===== config.mk =====
export PLATFORM = sky130hd
export DESIGN_NAME = collision_sequencer
export DESIGN_NICKNAME = d
export VERILOG_FILES = /design/src/rtl/collision_sequencer_pkg.sv /design/src/rtl/collision_sequencer_tile_overlap_check.sv /design/src/rtl/collision_sequencer.sv
export SDC_FILE = /design/constraint.sdc
export NUM_CORES = 1
export LEC_CHECK = 0
export CORE_ASPECT_RATIO = 0.9
export CORE_MARGIN = 2
export CORE_UTILIZATION = 54
export DETAILED_ROUTE_END_ITERATION = 16
export GPL_ROUTABILITY_DRIVEN = 0
export GPL_TIMING_DRIVEN = 0
export PLACE_DENSITY = 0.81
export SYNTH_ARGS = -nofsm -noshare
export SYNTH_HDL_FRONTEND = slang
export SYNTH_SLANG_ARGS = --single-unit

===== constraint.sdc =====
create_clock -name i_Clk -period 4.15 [get_ports i_Clk]
set_input_delay 0.83 -clock i_Clk [delete_from_list [all_inputs] [get_ports i_Clk]]
set_output_delay 0.83 -clock i_Clk [all_outputs]
set_load 0.05 [all_outputs]

===== src/rtl/collision_sequencer_pkg.sv =====
// Shared game definitions: sprite size, lane geometry, coordinate widths and
// the scan FSM encoding. Also used by the car-movement and game-state blocks.
package collision_sequencer_pkg;

    // Sprite edge in pixels (frog and car share the same tile)
    localparam int TILE_SIZE_PX      = 32;

    // Coordinate widths; SUM_W leaves one spare bit so position+tile never wraps
    localparam int X_W               = 10;
    localparam int Y_W               = 9;
    localparam int SUM_W             = 11;

    // Lane index width covers up to 8 lanes
    localparam int LANE_IDX_W        = 3;
    localparam int DEFAULT_NUM_LANES = 6;

    // Lane top-Y values, lane k at bits [9k+8:9k]; lane 0 is the bottom road row
    localparam logic [Y_W*DEFAULT_NUM_LANES-1:0] LANE_Y_DEFAULT =
        {9'd320, 9'd288, 9'd256, 9'd192, 9'd160, 9'd128};

    // Scan sequencer states
    typedef enum logic [1:0] {
        ST_IDLE   = 2'd0,
        ST_SCAN   = 2'd1,
        ST_REPORT = 2'd2
    } seq_state_e;

    // One-axis strict overlap of two tiles; touching edges do not count
    function automatic logic overlap_1d(input logic [SUM_W-1:0] a,
                                        input logic [SUM_W-1:0] b,
                                        input int               tile);
        return (a < (b + SUM_W'(tile))) && (b < (a + SUM_W'(tile)));
    endfunction

    // Grace counter width: enough for GRACE_FRAMES, never narrower than one bit
    function automatic int grace_width(input int frames);
        return (frames > 0) ? $clog2(frames + 1) : 1;
    endfunction

endpackage


===== src/rtl/collision_sequencer_tile_overlap_check.sv =====
// Combinational tile-overlap compare of one frog/car pair on a given lane row.
// All arithmetic is widened to SUM_W bits so right/bottom edges never wrap.
module tile_overlap_check
    import collision_sequencer_pkg::*;
#(
    parameter int TILE_SIZE = TILE_SIZE_PX
) (
    input  logic [X_W-1:0] frog_x,
    input  logic [Y_W-1:0] frog_y,
    input  logic [X_W-1:0] car_x,
    input  logic [Y_W-1:0] lane_y,
    output logic           hit
);

    logic [SUM_W-1:0] frog_x_w;
    logic [SUM_W-1:0] car_x_w;
    logic [SUM_W-1:0] frog_y_w;
    logic [SUM_W-1:0] lane_y_w;
    logic             hit_x;
    logic             hit_y;

    assign frog_x_w = SUM_W'(frog_x);
    assign car_x_w  = SUM_W'(car_x);
    assign frog_y_w = SUM_W'(frog_y);
    assign lane_y_w = SUM_W'(lane_y);

    assign hit_x = overlap_1d(frog_x_w, car_x_w, TILE_SIZE);
    assign hit_y = overlap_1d(frog_y_w, lane_y_w, TILE_SIZE);
    assign hit   = hit_x && hit_y;

endmodule


===== src/rtl/collision_sequencer.sv =====
// Per-frame collision scheduler. Snapshots frog and car positions on a frame
// start, walks the lanes one per cycle through a single shared comparator,
// and reports the lowest hit lane subject to a post-hit grace window.
module collision_sequencer
    import collision_sequencer_pkg::*;
#(
    parameter int                                TILE_SIZE    = TILE_SIZE_PX,
    parameter int                                NUM_LANES    = DEFAULT_NUM_LANES,
    parameter logic [Y_W*DEFAULT_NUM_LANES-1:0]  LANE_Y_LIST  = LANE_Y_DEFAULT,
    parameter int                                GRACE_FRAMES = 60
) (
    input  logic                     i_Clk,
    input  logic                     i_Rst_L,
    input  logic                     i_Enable,
    input  logic                     i_Frame_Start,
    input  logic [X_W-1:0]           i_Frog_X,
    input  logic [Y_W-1:0]           i_Frog_Y,
    input  logic [X_W*NUM_LANES-1:0] i_Car_X_Bus,
    output logic                     o_Busy,
    output logic                     o_Done,
    output logic                     o_Hit,
    output logic [LANE_IDX_W-1:0]    o_Hit_Lane,
    output logic                     o_Collision_Pulse,
    output logic                     o_Suppressed
);

    localparam int                    GRACE_W    = grace_width(GRACE_FRAMES);
    localparam logic [GRACE_W-1:0]    GRACE_LOAD = GRACE_W'(GRACE_FRAMES);
    localparam logic [LANE_IDX_W-1:0] LAST_LANE  = LANE_IDX_W'(NUM_LANES - 1);

    // FSM state
    seq_state_e state_q, state_d;

    // Snapshot taken at frame start; the scan only ever looks at these
    logic [X_W-1:0]           frog_x_q,  frog_x_d;
    logic [Y_W-1:0]           frog_y_q,  frog_y_d;
    logic [X_W*NUM_LANES-1:0] car_bus_q, car_bus_d;

    // Scan progress and hit accumulator
    logic [LANE_IDX_W-1:0]    lane_q,     lane_d;
    logic                     acc_hit_q,  acc_hit_d;
    logic [LANE_IDX_W-1:0]    hit_lane_q, hit_lane_d;

    // Reported result and grace window
    logic                     hit_q,      hit_d;
    logic [LANE_IDX_W-1:0]    out_lane_q, out_lane_d;
    logic [GRACE_W-1:0]       grace_q,    grace_d;

    // Shared comparator operands, muxed by the current lane index
    logic [X_W-1:0]           car_x_sel;
    logic [Y_W-1:0]           lane_y_sel;
    logic                     lane_hit;

    // Scan-end helpers: the last lane's result is folded in combinationally
    logic                     last_lane;
    logic                     final_hit;
    logic [LANE_IDX_W-1:0]    final_lane;

    assign car_x_sel  = car_bus_q[X_W*int'(lane_q) +: X_W];
    assign lane_y_sel = LANE_Y_LIST[Y_W*int'(lane_q) +: Y_W];

    tile_overlap_check #(
        .TILE_SIZE (TILE_SIZE)
    ) u_overlap (
        .frog_x (frog_x_q),
        .frog_y (frog_y_q),
        .car_x  (car_x_sel),
        .lane_y (lane_y_sel),
        .hit    (lane_hit)
    );

    assign last_lane  = (lane_q == LAST_LANE);
    assign final_hit  = acc_hit_q | lane_hit;
    assign final_lane = acc_hit_q ? hit_lane_q : lane_q;

    // Next-state logic: one cycle per lane, then a single report cycle
    always_comb begin
        // NOTE: assign every output of a combinational block up front so no
        // path leaves it unassigned; a missing default infers a latch.
        state_d = state_q;
        case (state_q)
            ST_IDLE: begin
                if (i_Frame_Start && i_Enable) begin
                    state_d = ST_SCAN;
                end
            end
            ST_SCAN: begin
                if (last_lane) begin
                    state_d = ST_REPORT;
                end
            end
            ST_REPORT: begin
                state_d = ST_IDLE;
            end
            default: begin
                state_d = ST_IDLE;
            end
        endcase
    end

    // State register; reset drops any scan in progress without reporting it
    always_ff @(posedge i_Clk or negedge i_Rst_L) begin
        if (!i_Rst_L) begin
            // NOTE: sequential state uses non-blocking assignment so every flop
            // samples pre-edge values regardless of statement order.
            state_q <= ST_IDLE;
        end else begin
            state_q <= state_d;
        end
    end

    // Datapath: snapshot on start, accumulate per lane, update result at scan end
    always_comb begin
        frog_x_d   = frog_x_q;
        frog_y_d   = frog_y_q;
        car_bus_d  = car_bus_q;
        lane_d     = lane_q;
        acc_hit_d  = acc_hit_q;
        hit_lane_d = hit_lane_q;
        hit_d      = hit_q;
        out_lane_d = out_lane_q;
        grace_d    = grace_q;

        case (state_q)
            ST_IDLE: begin
                if (i_Frame_Start && i_Enable) begin
                    frog_x_d   = i_Frog_X;
                    frog_y_d   = i_Frog_Y;
                    car_bus_d  = i_Car_X_Bus;
                    lane_d     = '0;
                    acc_hit_d  = 1'b0;
                    hit_lane_d = '0;
                end
            end
            ST_SCAN: begin
                // Only the first (lowest) hit lane is kept
                if (lane_hit && !acc_hit_q) begin
                    hit_lane_d = lane_q;
                end
                acc_hit_d = final_hit;

                if (!last_lane) begin
                    lane_d = lane_q + LANE_IDX_W'(1);
                end else if (final_hit && (grace_q == '0)) begin
                    // Fresh hit: report it and open the grace window
                    hit_d      = 1'b1;
                    out_lane_d = final_lane;
                    grace_d    = GRACE_LOAD;
                end else begin
                    // No hit, or a hit inside the grace window: report clear
                    hit_d      = 1'b0;
                    out_lane_d = '0;
                    if (grace_q != '0) begin
                        grace_d = grace_q - GRACE_W'(1);
                    end
                end
            end
            default: begin
            end
        endcase
    end

    // Datapath registers; everything clears on reset, including the grace window
    always_ff @(posedge i_Clk or negedge i_Rst_L) begin
        if (!i_Rst_L) begin
            frog_x_q   <= '0;
            frog_y_q   <= '0;
            car_bus_q  <= '0;
            lane_q     <= '0;
            acc_hit_q  <= 1'b0;
            hit_lane_q <= '0;
            hit_q      <= 1'b0;
            out_lane_q <= '0;
            grace_q    <= '0;
        end else begin
            frog_x_q   <= frog_x_d;
            frog_y_q   <= frog_y_d;
            car_bus_q  <= car_bus_d;
            lane_q     <= lane_d;
            acc_hit_q  <= acc_hit_d;
            hit_lane_q <= hit_lane_d;
            hit_q      <= hit_d;
            out_lane_q <= out_lane_d;
            grace_q    <= grace_d;
        end
    end

    // Outputs decode directly from flops, so reset forces them low at once
    assign o_Busy            = (state_q != ST_IDLE);
    assign o_Done            = (state_q == ST_REPORT);
    assign o_Hit             = hit_q;
    assign o_Hit_Lane        = out_lane_q;
    assign o_Collision_Pulse = o_Done & hit_q;
    assign o_Suppressed      = (grace_q != '0);

endmodule


# Word level (Yosys, flattened, before mapping)
# Index checks and enable logic that the tools add are counted.
# totals
ff_bits	98
inputBits	83
output_inout_bits	8
word_cells	68
# classes
add_sub_neg	6
mul	2
order_cmp	4
eq_ne	7
shifts	2
n_mux	15
bitwise	2
reduce_logical	20
# ops
op	count
indexed part select 60 x 8 -> 10 bit	1
indexed part select 54 x 8 -> 9 bit (first input constant)	1
adder 10 x 6 -> 11 bit (second input constant)	2
< comparator 10 x 11 -> 1 bit	2
< comparator 9 x 11 -> 1 bit	2
adder 9 x 6 -> 10 bit (second input constant)	2
two-way mux 3 bit	5
two-way mux 6 bit	2
case mux 3 bit (2 select lines)	2
AND reduction 3 bit	3
!= test 2 bit (second input constant)	4
AND reduction 2 bit	4
multiplier 4 x 3 -> 7 bit (first input constant)	1
logical AND 1 bit	6
logical NOT 6 bit	1
multiplier 3 x 3 -> 6 bit (first input constant)	1
nonzero test 2 bit	3
nonzero test 6 bit	1
subtractor 6 x 1 -> 6 bit (second input constant)	1
two-way mux 2 bit	2
case mux 2 bit (2 select lines)	1
adder 3 x 1 -> 3 bit (second input constant)	1
== test 3 bit (second input constant)	1
== test 2 x 1 -> 1 bit (second input constant)	1
other kinds (7)	8

# Depth between registers and ports, before layout
# logic_depth
ltp_word	10
depth_mapped	15
ltp_nobuf	13

# Cells and area by module
# A second synthesis with hierarchy kept.
# unflattened
hier_cells	438
hier_area_um2	5403.9
# by_module_without_submodules
module	n_inst	cells_each	area_each_um2	seq_area_each_um2
collision_sequencer	1	312	4415.5	2452.4
tile_overlap_check	1	126	988.4	0.0

# Worst setup path after synthesis
# OpenSTA, ideal clock, no wires.
# synth_path
path_kind	flip-flop to flip-flop
from	register lane_q[0]
to	register grace_q[1]
setup_time_ps	118
t_arrival_ps	3234
t_required_ps	4032
setup_slack_ps	798
stages_incl_launch_ff	14
n_path_buf	0
period_less_slack_ps	3352
cell_sequence	dfrtp_1 mux4_1 nand2_1 o21ai_0 ha_1 nand3_1 xor2_1 ha_1 and2_0 a221o_1 a311o_1 o211ai_4 a211oi_4 a21o_1
# synth_between
elab_chain_cells	10
elab_cells_between_ends	19
cone_classes	add/sub: 2; mul: 2; order compare: 4; eq/ne: 1; shift: 2; mux: 1; bitwise: 1; reduce/logical: 6
# synth_lines
item	line_no	rtl
start: declaration	collision_sequencer.sv:40	logic [LANE_IDX_W-1:0] lane_q, lane_d;
start signal: assignment	collision_sequencer.sv:179	lane_q <= lane_d;
multiplier 4 x 3 -> 7 bit or multiplier 3 x 3 -> 6 bit (tied branches)	collision_sequencer.sv:60, collision_sequencer.sv:59	
indexed part select 54 x 8 -> 9 bit or indexed part select 60 x 8 -> 10 bit (tied branches)	collision_sequencer.sv:60, collision_sequencer.sv:59	
adder 9 x 6 -> 10 bit or adder 10 x 6 -> 11 bit (tied branches)	collision_sequencer_pkg.sv:32	return (a < (b + SUM_W'(tile))) && (b < (a + SUM_W'(tile)));
< comparator 9 x 11 -> 1 bit or < comparator 10 x 11 -> 1 bit (tied branches)	collision_sequencer_pkg.sv:32	
logical AND 1 bit	collision_sequencer_pkg.sv:32	
logical AND 1 bit	collision_sequencer_tile_overlap_check.sv:29	assign hit = hit_x && hit_y;
OR 1 bit	collision_sequencer.sv:73	assign final_hit = acc_hit_q | lane_hit;
logical AND 1 bit	collision_sequencer.sv:144	end else if (final_hit && (grace_q == '0)) begin
nonzero test 2 bit (no line)	--	
AND reduction 3 bit (no line)	--	
end signal: assignment	collision_sequencer.sv:184	grace_q <= grace_d;
end: declaration	collision_sequencer.sv:47	logic [GRACE_W-1:0] grace_q, grace_d;
# Parallel ways exist; a longest one is shown, timed or not.
# A chain may end at the register's enable or synchronous reset.

# Worst setup path in the final report
# layout_path
from	register lane_q[0]
to	register out_lane_q[1] (netlist: o_Hit_Lane[1])
# layout_between
elab_chain_cells	9
elab_cells_between_ends	18
cone_classes	add/sub: 2; mul: 2; order compare: 4; eq/ne: 1; shift: 2; mux: 1; bitwise: 1; reduce/logical: 5
# layout_lines
item	line_no	rtl
multiplier 4 x 3 -> 7 bit or multiplier 3 x 3 -> 6 bit (tied branches)	collision_sequencer.sv:60, collision_sequencer.sv:59	
indexed part select 54 x 8 -> 9 bit or indexed part select 60 x 8 -> 10 bit (tied branches)	collision_sequencer.sv:60, collision_sequencer.sv:59	
adder 9 x 6 -> 10 bit or adder 10 x 6 -> 11 bit (tied branches)	collision_sequencer_pkg.sv:32	
< comparator 9 x 11 -> 1 bit or < comparator 10 x 11 -> 1 bit (tied branches)	collision_sequencer_pkg.sv:32	
logical AND 1 bit	collision_sequencer_pkg.sv:32	
logical AND 1 bit	collision_sequencer_tile_overlap_check.sv:29	
OR 1 bit	collision_sequencer.sv:73	
logical AND 1 bit	collision_sequencer.sv:144	
two-way mux 3 bit	collision_sequencer.sv:144	
end signal: assignment	collision_sequencer.sv:183	out_lane_q <= out_lane_d;
end: declaration	collision_sequencer.sv:46	logic [LANE_IDX_W-1:0] out_lane_q, out_lane_d;
# Parallel ways exist; a longest one is shown, timed or not.

==> out/qor.txt <==
Number of enable flip-flop cells after synthesis - 0
Reg2Reg Setup Slack - 0.30 ns
Ratio of cells with drive above 1 in the final layout - 23.4%
Die span in x - 109 um
Clk_skew - 0.00846 ns
Vias/cell - 5.68
CTS root buffer - clkbuf_8
Area of the multi-input gates - 2720 sq um
Worst setup path startpoint - lane_q[0]
Final cycle utilization of the critical path - 92.8%
Clock transition at path regs - 0.09 ns
Critical path class - reg2reg
First-pass GRT wire length - 19900 um
Rel. slew slack - 57.7%
Rows - 34
CTS sink cnt - 98
Place WS - 0.239 ns
FF+latch area - 2450 sq um
CTS tree - built
Synth Cell Area - 5350 sq um
Data arrival, critical path - 4.11 ns
Most used DFF post-synth - dfrtp_1
Max Fclk - 260 MHz
Run status - finished clean
Static Leakage - 2.85 nW
DRC Markers - 0
Mean Syn Cell Area - 12.1 sq um
Tot Pwr - 5.63 mW
Area growth, synth to finish - 24.3%
Via count - 3826
Initial Util - 55.4%
Worst setup EP type - flip-flop
YS warnings - 0
Unique masters post-synth - 59
Ant diodes - 0
Most frequent cells in the layout - dfrtp_1, clkdlybuf4s50_1, mux2_2
Filler cells - 688
Synth async-reset ratio - 100%
Critical Path RT - 4.41 ns
DR iter-0 viols - 194
Die area - 10700 sq um
Hold Vio Cnt, Final - 0
Vias in the first global route - 4087
Fin. max-slew vios - 0
CP max FO - 10
IO Port Bufs - 90
Pwr Density - 846 nW/um^2
Worst vdd ir - 0.466 mV
Post-DP Area - 6430 sq um
Setup ws final - 0.300 ns
Worst reg2reg path depth - 14
Hold buffers post-CTS - 0
Placeable core area - 9660 sq um
Setup_tns - 0 ns
R2r startpoint - lane_q[0]
Fin crit period - 3.85 ns
TritonCTS buffer count - 9
Crit path to - o_Hit_Lane[1]
Placed Cells - 660
Critical R2R Capture - o_Hit_Lane[1]
Hold Crit Class - in2async
Die Y - 98.4 um
Post-DR wirelength/cell - 17.7 um
Worst-skew pair later-pin latency - 0.37 ns
Syn Inst Count - 443
Commonest non-fill, non-tap cell in the layout - dfrtp_1
Startpoint Class - flip-flop
Post-Route WL - 11900 um
Detailed-placement wirelength estimate - 9080 um
Post-route insts no fill - 674
Min Hold Slack - 0.378 ns
Number of max-cap violations - 0
RSZ-0062 raised after global routing - false
# H-tree levels - 3
Nets - 662
Final Instance Area - 6650 sq um
Initial antenna violation count - 0
Register area share after synthesis - 45.8%
Clk buf depth - 2
Pin count of the biggest net entering global routing - 70
First drt pass iteration count - 4
Core Util, Final - 68.9%
Total grt overflow - 0
Synth Register Bits - 98
I/O pins - 91
Syn nets - 560
Final setup fails - 0
Total GRT Usage - 24.1%
Post-DRT Antenna Nets - 0
Least-Margin Pin Slew - 0.635 ns
==> state kept, by name, summed over array words and instances (netlist names) <==
signal and count:
car_bus_q 60, frog_x_q 10, frog_y_q 9, grace_q 6, hit_lane_q 3, lane_q 3, o_Hit_Lane 3, state_q 2
acc_hit_q 1, o_Hit 1
==> final cells by class <==
type / instances / area share, %
clock buffer: 10 / 2.07
inverter: 23 / 1.30
tap: 126 / 2.37
buffer: 19 / 1.43
sequential: 98 / 36.9
multi-input combinational: 303 / 40.9
clock inverter: 4 / 1.15
timing repair buffer: 91 / 13.9
==> cell families (layout without fill, tap and decap cells) <==
logic type                 after synthesis  in the layout  share of synthesized area, %
AOI/OAI and AO/OA                       73             73                          9.68
and+or+nand+nor                         85             85                          8.51
xor gates and xnor gates                10             10                          1.64
buffers and inverters                   42            147                          3.39
adders and majority gates               34             34                          7.95
muxes                                  101            101                          23.0
DFF                                     98             98                          45.8
==> cells in the mapped netlist, types with 2 or more instances <==
master,number,area share [%]
nor2_1,11,0.77
a31oi_1,2,0.23
a211oi_1,3,0.42
xnor2_1,5,0.82
a21oi_1,17,1.6
o21a_1,2,0.28
or4_1,2,0.28
nand4_1,3,0.35
nor2b_1,5,0.58
inv_2,2,0.14
xor2_1,5,0.82
o41ai_2,2,0.61
buf_1,2,0.14
mux4_2,7,2.9
nor3_1,8,0.75
and3_1,2,0.23
mux4_1,2,0.98
nand2b_1,2,0.23
inv_1,21,1.5
dfrtp_1,98,46
a221o_1,2,0.37
or2_2,2,0.23
a22oi_1,2,0.28
buf_2,7,0.65
a21o_1,2,0.28
mux2_2,80,17
o31ai_1,4,0.56
o211ai_1,2,0.28
clkbuf_1,7,0.49
mux2i_1,12,2.2
nand2_1,22,1.5
nand3_1,18,1.7
ha_1,34,7.9
o21ai_0,23,2.2
==> worst min-delay path by stage <==
stage	to	slack, ns	cells past startpoint
3_5_place_dp	car_bus_q[38]	0.49	1
5_1_grt	frog_x_q[6]	0.40	1
6_report	frog_x_q[6]	0.38	1
2_1_floorplan	state_q[0]	0.46	1
4_1_cts	frog_x_q[6]	0.39	1
3_3_place_gp	grace_q[1]	0.48	1
==> report_power, final <==
group	switching [mW]	leakage, nW	internal, mW
clock	0.329	0.105	0.352
sequential	0.335	1.18	1.42
combinational	1.68	1.56	1.51
==> worst max-delay path, cell delays in order, from the launching register on <==
cell and delay, ns:
dfrtp_2 0.48, buf_6 0.18, buf_2 0.33, mux2i_1 0.12, o21ai_0 0.33, ha_1 0.26, nand3_1 0.10, xor2_1 0.16
ha_1 0.32, and2_0 0.19, a221o_1 0.37, a311o_1 0.32, o211ai_4 0.19, nand2_4 0.09, o41ai_2 0.30
==> timing repair <==
action / CTS / global route
setup buffers: 0 / 0
setup endpoints to repair: 0 / 12
gates resized for setup: 0 / 2
==> per-layer routing <==
metal,up-vias,track usage [%],routed length [um]
li1,1813,-,-
met1,1898,31.9,5300
met2,99,39.7,5790
met3,16,5.49,626
met4,0,7.30,202
met5,-,0,0
Note: power is estimated with default switching activity, not from simulation.
